### src/rtl/addsub_if.sv
// Handshake and operand/result bundle for addsub_pipe.
// master drives operations and out_ready; slave is the arithmetic unit.
interface addsub_if #(
  parameter int NUM = 32
) ();
  logic           in_valid;
  logic           in_ready;
  logic [NUM-1:0] a;
  logic [NUM-1:0] b;
  logic           op_sub;
  logic           sign;
  logic           sat;
  logic           out_valid;
  logic           out_ready;
  logic [NUM-1:0] s;
  logic           carry;
  logic           overflow;
  logic           zero;

  modport master (
    output in_valid, a, b, op_sub, sign, sat, out_ready,
    input  in_ready, out_valid, s, carry, overflow, zero
  );

  modport slave (
    input  in_valid, a, b, op_sub, sign, sat, out_ready,
    output in_ready, out_valid, s, carry, overflow, zero
  );
endinterface

### src/rtl/addsub_pipe.sv
// Pipelined add/subtract with carry/overflow/zero flags and valid/ready flow control.
// Define ADDSUB_SAT_EN to build the saturation mux driven by the sat input.
module addsub_pipe #(
  parameter int NUM    = 32,
  parameter int STAGES = 2
) (
  input logic     clk,
  input logic     rst_n,
  addsub_if.slave bus
);

  function automatic logic ovf_f(input logic sgn_m, input logic sub_m, input logic co,
                                 input logic a_msb, input logic bb_msb, input logic r_msb);
    if (sgn_m) return (a_msb == bb_msb) && (r_msb != a_msb);
    return sub_m ? ~co : co;
  endfunction

`ifdef ADDSUB_SAT_EN
  function automatic logic [NUM-1:0] sat_f(input logic sgn_m, input logic sub_m,
                                           input logic a_msb);
    if (sgn_m) return a_msb ? {1'b1, {(NUM-1){1'b0}}} : {1'b0, {(NUM-1){1'b1}}};
    return sub_m ? {NUM{1'b0}} : {NUM{1'b1}};
  endfunction
`else
  logic unused_sat;
  assign unused_sat = bus.sat;
`endif

  logic [NUM-1:0] bb_c;
  logic [NUM-1:0] r_c;
  logic [NUM-1:0] res_c;
  logic [NUM:0]   sum_c;
  logic           co_c;
  logic           ovf_c;

  // ---- combinational arithmetic feeding stage 0 ----
  always_comb begin
    bb_c  = bus.op_sub ? ~bus.b : bus.b;
    sum_c = {1'b0, bus.a} + {1'b0, bb_c} + {{NUM{1'b0}}, bus.op_sub};
    r_c   = sum_c[NUM-1:0];
    co_c  = sum_c[NUM];
    ovf_c = ovf_f(bus.sign, bus.op_sub, co_c, bus.a[NUM-1], bb_c[NUM-1], r_c[NUM-1]);
`ifdef ADDSUB_SAT_EN
    res_c = (bus.sat && ovf_c) ? sat_f(bus.sign, bus.op_sub, bus.a[NUM-1]) : r_c;
`else
    res_c = r_c;
`endif
  end

  logic [STAGES-1:0] vld_p;
  logic [STAGES-1:0] go_p;
  logic              in_rdy;
  logic              nxt;

  // go_p[k]: slot k may take new content (its successor is empty or moving on)
  always_comb begin
    go_p = '0;
    nxt  = bus.out_ready;
    for (int k = STAGES-1; k >= 0; k--) begin
      go_p[k] = nxt;
      nxt     = ~vld_p[k] | nxt;
    end
    in_rdy = nxt;
  end

  logic [NUM-1:0]    s_p [STAGES];
  logic [STAGES-1:0] c_p;
  logic [STAGES-1:0] o_p;
  logic [STAGES-1:0] z_p;

  // ---- stage 0 capture, stages 1..STAGES-1 delay only ----
  always_ff @(posedge clk or negedge rst_n) begin
    if (!rst_n) begin
      vld_p <= '0;
      c_p   <= '0;
      o_p   <= '0;
      z_p   <= '0;
      for (int k = 0; k < STAGES; k++) s_p[k] <= '0;
    end else begin
      if (in_rdy) begin
        vld_p[0] <= bus.in_valid;
        if (bus.in_valid) begin
          s_p[0] <= res_c;
          c_p[0] <= co_c;
          o_p[0] <= ovf_c;
          z_p[0] <= (res_c == '0);
        end
      end
      for (int k = 1; k < STAGES; k++) begin
        if (~vld_p[k] | go_p[k]) begin
          vld_p[k] <= vld_p[k-1];
          if (vld_p[k-1]) begin
            s_p[k] <= s_p[k-1];
            c_p[k] <= c_p[k-1];
            o_p[k] <= o_p[k-1];
            z_p[k] <= z_p[k-1];
          end
        end
      end
    end
  end

  assign bus.in_ready  = in_rdy;
  assign bus.out_valid = vld_p[STAGES-1];
  assign bus.s         = s_p[STAGES-1];
  assign bus.carry     = c_p[STAGES-1];
  assign bus.overflow  = o_p[STAGES-1];
  assign bus.zero      = z_p[STAGES-1];

endmodule

### src/flat_wrapper.sv
// flat-port wrapper written by rule: the top's interface ports become plain ports
module addsub_pipe_flat 
#(
  parameter int NUM    = 32,
  parameter int STAGES = 2
)
  (clk, rst_n, bus_in_valid, bus_a, bus_b, bus_op_sub, bus_sign, bus_sat, bus_out_ready, bus_in_ready, bus_out_valid, bus_s, bus_carry, bus_overflow, bus_zero);
  addsub_if #(.NUM(NUM)) bus_i ();
  input logic clk;
  input logic rst_n;
  input wire logic [$bits(bus_i.in_valid)-1:0] bus_in_valid;
  input wire logic [$bits(bus_i.a)-1:0] bus_a;
  input wire logic [$bits(bus_i.b)-1:0] bus_b;
  input wire logic [$bits(bus_i.op_sub)-1:0] bus_op_sub;
  input wire logic [$bits(bus_i.sign)-1:0] bus_sign;
  input wire logic [$bits(bus_i.sat)-1:0] bus_sat;
  input wire logic [$bits(bus_i.out_ready)-1:0] bus_out_ready;
  output wire logic [$bits(bus_i.in_ready)-1:0] bus_in_ready;
  output wire logic [$bits(bus_i.out_valid)-1:0] bus_out_valid;
  output wire logic [$bits(bus_i.s)-1:0] bus_s;
  output wire logic [$bits(bus_i.carry)-1:0] bus_carry;
  output wire logic [$bits(bus_i.overflow)-1:0] bus_overflow;
  output wire logic [$bits(bus_i.zero)-1:0] bus_zero;
  assign bus_i.in_valid = bus_in_valid;
  assign bus_i.a = bus_a;
  assign bus_i.b = bus_b;
  assign bus_i.op_sub = bus_op_sub;
  assign bus_i.sign = bus_sign;
  assign bus_i.sat = bus_sat;
  assign bus_i.out_ready = bus_out_ready;
  assign bus_in_ready = bus_i.in_ready;
  assign bus_out_valid = bus_i.out_valid;
  assign bus_s = bus_i.s;
  assign bus_carry = bus_i.carry;
  assign bus_overflow = bus_i.overflow;
  assign bus_zero = bus_i.zero;
  addsub_pipe #(.NUM(NUM), .STAGES(STAGES)) u_core (.clk(clk), .rst_n(rst_n), .bus(bus_i));
endmodule
### config.mk
export PLATFORM = sky130hd
export DESIGN_NAME = addsub_pipe_flat
export DESIGN_NICKNAME = d
export VERILOG_FILES = /design/src/rtl/addsub_if.sv /design/src/rtl/addsub_pipe.sv /design/src/flat_wrapper.sv
export SDC_FILE = /design/constraint.sdc
export NUM_CORES = 1
export LEC_CHECK = 0
export BUFFER_PORTS_ARGS = -buffer_cell sky130_fd_sc_hd__buf_2
export CAP_MARGIN = 0
export CORE_AREA = 2 2 84 147
export CTS_BUF_LIST = sky130_fd_sc_hd__clkbuf_8 sky130_fd_sc_hd__clkbuf_16
export CTS_CLUSTER_SIZE = 12
export DETAILED_ROUTE_END_ITERATION = 16
export DIE_AREA = 0 0 86 149
export PLACE_DENSITY = 0.76
export SLEW_MARGIN = 20
export SYNTH_ARGS = -nofsm -noshare
export SYNTH_HDL_FRONTEND = slang
export SYNTH_SLANG_ARGS = --single-unit
### constraint.sdc
create_clock -name clk -period 2.3 [get_ports clk]
set_input_delay 0.46 -clock clk [delete_from_list [all_inputs] [get_ports clk]]
set_output_delay 0.46 -clock clk [all_outputs]
set_load 0.01 [all_outputs]
==> results of run 1 <==
==> registers in the layout, summed over array words and instances (netlist names) <==
name          flops
u_core.s_p       32
u_core.c_p        2
u_core.vld_p      2
u_core.bus.s     32
u_core.o_p        2
u_core.z_p        2
==> routing by layer <==
metal | global-route usage (%) | wire (um) | vias to the layer above
met1 | 24.4 | 5920 | 2495
met2 | 41.4 | 8690 | 161
li1 | - | - | 2419
met4 | 9.52 | 677 | 0
met5 | 0 | 0 | -
met3 | 2.49 | 567 | 50
==> cell type report <==
type	count	area (um^2)	area share, %
clock buffers	10	239	2.94
flip-flops and latches	72	1800	22.1
clock inverters	6	27.5	0.338
well taps	137	171	2.11
multi-input cells	407	3730	45.8
inverters	11	41.3	0.507
repair buffers	295	2130	26.1
==> power by group through the flow <==
stage | sequential [mW] | clock, mW | combinational [mW]
after detailed placement | 1.95 | 0 | 2.56
after global placement | 1.92 | 0 | 2.49
after CTS | 1.92 | 1.24 | 2.76
after global routing | 1.98 | 1.29 | 3.43
final | 1.92 | 1.23 | 3.19
after floorplan | 1.87 | 0 | 1.72
==> worst paths after layout <==
check / startpoint / to / slack (ns) / depth (start not counted)
min: rst_n / u_core.bus.s[4] / 0.13 / 2
min in group clk: bus_in_valid / u_core.vld_p[0] / 0.35 / 2
min reg2reg: u_core.s_p[48] / u_core.s_p[48] / 0.47 / 2
max: bus_op_sub / u_core.z_p[0] / -0.98 / 16
max in group asynchronous: rst_n / u_core.bus.s[24] / 1.85 / 2
max reg2reg: u_core.vld_p[0] / u_core.z_p[0] / -0.11 / 10
==> timing repair <==
action / in CTS / in global routing
resized for setup: 48 / 112
gates cloned: 0 / 2
endpoints found under the setup margin: 27 / 26
pin swaps: 36 / 51
setup buffers: 20 / 26
hold buffers: 0 / 0
==> logic make-up (layout without fill, tap and decap cells) <==
kind of cell / Yosys count / after routing / share of synthesized area [%]
muxes: 43 / 43 / 9.57
buffers and inverters: 64 / 322 / 7.14
DFF: 72 / 72 / 35.0
adders and majority gates: 35 / 35 / 8.65
xor gates and xnor gates: 60 / 60 / 10.2
and+or+nand+nor: 137 / 137 / 13.0
AOI/OAI and AO/OA: 132 / 132 / 16.4
==> worst max-delay path, stage by stage <==
cell and delay (ns):
buf_12 0.12, buf_16 0.15, buf_4 0.14, xor2_1 0.16
ha_1 0.36, buf_4 0.14, nand4_1 0.12, nor3_1 0.37
a32o_2 0.29, a31oi_1 0.13, buf_4 0.15, buf_4 0.12
o21bai_1 0.17, xnor2_1 0.18, nand4_1 0.17, o41ai_2 0.25
==> metrics by stage <==
stage | util, % | power (mW) | worst slack, ns
after floorplan | - | 3.59 | -1.23
after global placement | 58.1 | 4.41 | -1.40
after detailed placement | 58.1 | 4.51 | -1.47
after CTS | 63.3 | 5.93 | -0.980
after global routing | 69.4 | 6.69 | -1.21
final | 69.4 | 6.34 | -0.977
==> cells in the final DEF, fill, tap and decap left out, types with 13 or more instances in the layout <==
cell       n
a21oi_1   13
nand2_1   52
ha_1      29
buf_4    166
buf_2    103
nor2_1    16
mux2_2    38
buf_6     19
xor2_1    32
dfrtp_1   72
o21ai_1   14
o21ai_0   15
==> metrics, run 1 <==
Seq pwr share=between 30% and 40%; cell-internal power=a little over 4 mW; failing checks=setup timing; clk sinks=72; Setup Skew=between 0.003 and 0.004 ns; FP Rows=53; Clk network pwr share=19.4%; DRC errors left=0; number of global-route vias before repair=5017; Warnings, synthesis=0; Port Buf Inserts=106; Cell Area, Synth=5150 um^2; first-pass GRT wire length=22800 um; VDD IR-drop max=570 uV; worst hold path type=in2async; Fillers=814; CTS tree=yes; share of the synthesized area in the top cell type=between 30% and 40%; worst-path fanout max=8; Max-Cap Viols=0; top cells by count, synth=72 x dfrtp_1, 60 x nand2_1, 45 x xor2_1; DRT Wirelength=approximately 16000 um; post-synth cell types=59; Cell Count, Final, Fillers Out=938; slew at the pin closest to its max-slew limit=between 0.4 and 0.5 ns; Initial Utilization=43.9%; Area growth, synth to finish=58.0%; Max-Slew Margin vs Limit=70.3%; Root Buffer=clkbuf_16; PwrDens=778 nW/um^2; critical setup path kind=in2reg; Slew Limit Fails=0; final hold vios=0; Final period util=142%; Sw Share=34.9%; Longest Clk Path Bufs=2; placed insts=884; largest net degree at the start of global routing=73; Fmax=305 MHz; WP data arrival=approximately 3.5 ns; most numerous cell in the Yosys netlist=dfrtp_1; die width=86 um; setup ws final=-0.977 ns; CTS Buf Count=9; cell count after synthesis=~540; EDFF count, synth=0; GRT overflow=0; via count=5125; layout cells sized above 1=57.4%; Core Region=11700 um^2; RSZ-0062 raised after global routing=yes; Worst setup SP type=input pin; Finished Cell Area=around 8100 um^2; Final min period=3.28 ns; Synth area leaders=dfrtp_1 35%, mux2_2 8.7%, ha_1 8.3%, xor2_1 7.6%, buf_4 4.7%; total iterations of the first detailed-routing run=4; Ports=108; Seq/Total Area, Yosys=35.0%; Gate power share=50.3%; status=finished, violations left; # nets final=902; WHS=0.126 ns; net load switching power=2.21 mW; GP Congestion=0.948; post-synth top area cell=dfrtp_1; Worst Path Required=2.52 ns; Die ar.=12800 um^2; placed cell areas=roughly 6800 um^2; syn nets=649; Leakage=3.91 nW; clock slew at reported path FFs=0.05 ns; Setup violations, final=23; mean post-synth cell area=9.49 um^2; Critical Path End Type=flip-flop; commonest register cell after synthesis=dfrtp_1; DIE HEIGHT=149 um; H-tree Lvls=3; wire per inst=16.9 um; setup_tns=-9.87 ns; Post-DP HPWL=approximately 11000 um; Yosys reg bits=72; worst-skew pair later-pin latency=0.33 ns; Avg Vias per Cell=5.46; DRT iter0 DRCs=244; ANT cells=0; GRT Util Overall=22.1%; antenna violation net count after detailed routing=0; initial antenna violation count=0; asr flop ratio synth=100%
Power figures use the tool's default switching activity.
==> run 2: changes to the inputs <==
Settings changed: ABC_AREA set to 1, CORE_AREA 2 2 84 147 to 2 2 88 154, DIE_AREA 0 0 86 149 to 0 0 90 156, RECOVER_POWER set to 100.
==> metrics, run 2 <==
die width=~90 um; Sw Share=between 30% and 40%; failing checks=setup timing; met3 GRT Util=1.01%; hold_buf cts=0; wire per inst=14.3 um; layout cells sized above 1=approximately 45%; Core Region=12800 um^2; Clk network pwr share=24.7%; Slowest-stage cell, CP=ha_2; CP max stage delay=0.35 ns; VDD IR-drop max=about 400 uV; slew at the pin closest to its max-slew limit=1.29 ns; Post-DP HPWL=12300 um; EDFF count, synth=0; Initial Utilization=44.4%; crit-path most repeated cell=nand2_1; Worst setup SP type=input pin; final hold vios=0; met2 usage=43.7%; Seq/Total Area, Yosys=31.7%; antenna violation net count after detailed routing=0; clock slew at reported path FFs=0.06 ns; largest net degree at the start of global routing=41; asr flop ratio synth=100%; Final min period=2.41 ns; Die ar.=14000 um^2; GRT Util Overall=21.5%; Reg2Reg Setup Slack=0.19 ns; status=finished, violations left; Yosys reg bits=72; WP data arrival=2.67 ns; Worst Path Required=2.56 ns; Crit Reg-Reg Endpoint=u_core.bus.s[26]; Port Buf Inserts=106; Ports=between 100 and 150; setup ws final=-0.108 ns; worst hold path type=in2async; final core occ=65.7%; top cells by count, synth=254 x nand2_1, 118 x inv_1, 72 x dfrtp_1; ANT cells=0; Final Power=6.55 mW; worst-skew pair later-pin latency=0.33 ns; RSZ-0062 raised after global routing=yes; post-synth top area cell=dfrtp_1; GP Congestion=between 0.9 and 1; number of global-route vias before repair=5418; Area growth, synth to finish=48.0%; R2R depth=5; Root Buffer=clkbuf_16; DRC errors left=0; initial antenna violation count=0; worst reg2reg startpoint=u_core.vld_p[1]; Leakage=approximately 4.3 nW; Max-Cap Viols=0; Gate power share=46.2%; post-synth cell types=30; total iterations of the first detailed-routing run=5; Seq pwr share=~29%; worst-path fanout max=6; cell-internal power=4.13 mW; FP Rows=55; global routing's busiest layer=met2; Final period util=105%; Setup Skew=0.00679 ns; Cell Area, Synth=5680 um^2; PwrDens=778 nW/um^2; met1 usage=between 20% and 30%; Setup violations, final=6; syn nets=918; most common cell after layout, fill and taps aside=nand2_1; clk sinks=72; # nets final=roughly 1.1k; DRT iter0 DRCs=202; Avg Vias per Cell=4.93; DRT Wirelength=17100 um; share of the synthesized area in the top cell type=31.7%; Longest Clk Path Bufs=2; worst-path cell chain=buf_12, buf_12, xor2_1, ha_2, a21oi_2, o21bai_2, nand2_1, nand2_1, buf_4, inv_1, nand4_1, nand2_1, nand4_1, nor2_1, nand2_1, nand2_1; critical setup path kind=in2reg; net load switching power=2.42 mW; CTS tree=yes; first-pass GRT wire length=around 24000 um; Critical Path End Type=flip-flop; via count=5882; commonest cells after routing, fill and taps aside=177 x nand2_1, 122 x buf_4, 100 x inv_1; CTS Buf Count=9; Fmax=415 MHz; setup_tns=-0.258 ns; Warnings, synthesis=0; Slew Limit Fails=0; GRT overflow=0; Max-Slew Margin vs Limit=14.1%; commonest register cell after synthesis=dfrtp_1; H-tree Lvls=3; mean post-synth cell area=approximately 7 um^2; cell count after synthesis=812; placed insts=approximately 1.2k; Cell Count, Final, Fillers Out=~1.2k; most numerous cell in the Yosys netlist=nand2_1; DIE HEIGHT=roughly 160 um; Synth area leaders=dfrtp_1 32%, nand2_1 17%, inv_1 7.8%, ha_1 7.5%, xor2_1 5.5%
==> run 2: routing by layer <==
| layer | wire, um | vias to the layer above | share of wire, % |
|---|---|---|---|
| li1 | - | 2917 | - |
| met1 | 6260 | 2776 | 37 |
| met2 | 9810 | 152 | 58 |
| met3 | 453 | 37 | 2.7 |
| met4 | 539 | 0 | 3.2 |
| met5 | 0 | - | 0 |
==> run 2: worst max path at each step <==
| stage | endpoint | slack, ns | start | cells past startpoint |
|---|---|---|---|---|
| after floorplan | u_core.o_p[0] | -0.08 | bus_op_sub | 21 |
| after global placement | u_core.z_p[0] | -0.52 | bus_op_sub | 17 |
| after detailed placement | u_core.z_p[0] | -0.54 | bus_op_sub | 17 |
| after CTS | u_core.z_p[0] | -0.10 | bus_op_sub | 19 |
| after global routing | u_core.z_p[0] | -0.23 | bus_op_sub | 18 |
| final | u_core.z_p[0] | -0.11 | bus_op_sub | 16 |
==> run 2: kinds of logic after synthesis <==
family          Yosys count  share of synthesized area, %
flops                    72                          31.7
simple gates            390                          28.7
xor+xnor                 39                          6.14
mux                      20                          3.96
compound gates           90                          8.50
buf+inv                 166                          13.2
fa+ha+maj                35                          7.84
==> run 2: final cells by class <==
class                           count  area (um^2)
Fill cell                        1089         4390
Multi-Input combinational cell    574         3990
Sequential cell                    72         1800
Timing Repair Buffer              243         1610
Inverter                          118          445
Clock buffer                       10          239
Tap cell                          171          214
Clock inverter                      6          115
==> run 2: worst max-delay path, delay by kind of cell <==
family	cells	cell delay (ns)
AND/OR/NAND/NOR	8	0.79
adder cells (fa/ha/maj)	1	0.35
buffers and inverters	4	0.52
AO/OA/AOI/OAI	2	0.36
XOR/XNOR	1	0.19
==> run 2: power groups by stage <==
stage | Combinational, mW | Sequential [mW] | Clock [mW]
final | 3.02 | 1.91 | 1.62
after global routing | 3.32 | 1.96 | 1.69
after CTS | 2.61 | 1.90 | 1.64
after detailed placement | 2.54 | 1.91 | 0
after global placement | 2.49 | 1.89 | 0
after floorplan | 1.75 | 1.86 | 0
==> run 2: what timing repair did <==
action | in CTS | in global routing
endpoints found under the setup margin | 11 | 20
setup buffers | 2 | 19
gates resized for setup | 26 | 219
gates cloned | 0 | 3
pin swaps | 6 | 118
==> run 2: through the flow <==
stage	setup slack, ns	cell area (um^2)	hold WS (ns)
2_1_floorplan	-0.0834	5790	0.164
3_3_place_gp	-0.522	7020	0.463
3_5_place_dp	-0.543	7020	0.468
4_1_cts	-0.101	7480	0.132
5_1_grt	-0.234	8410	0.428
6_report	-0.108	8410	0.394
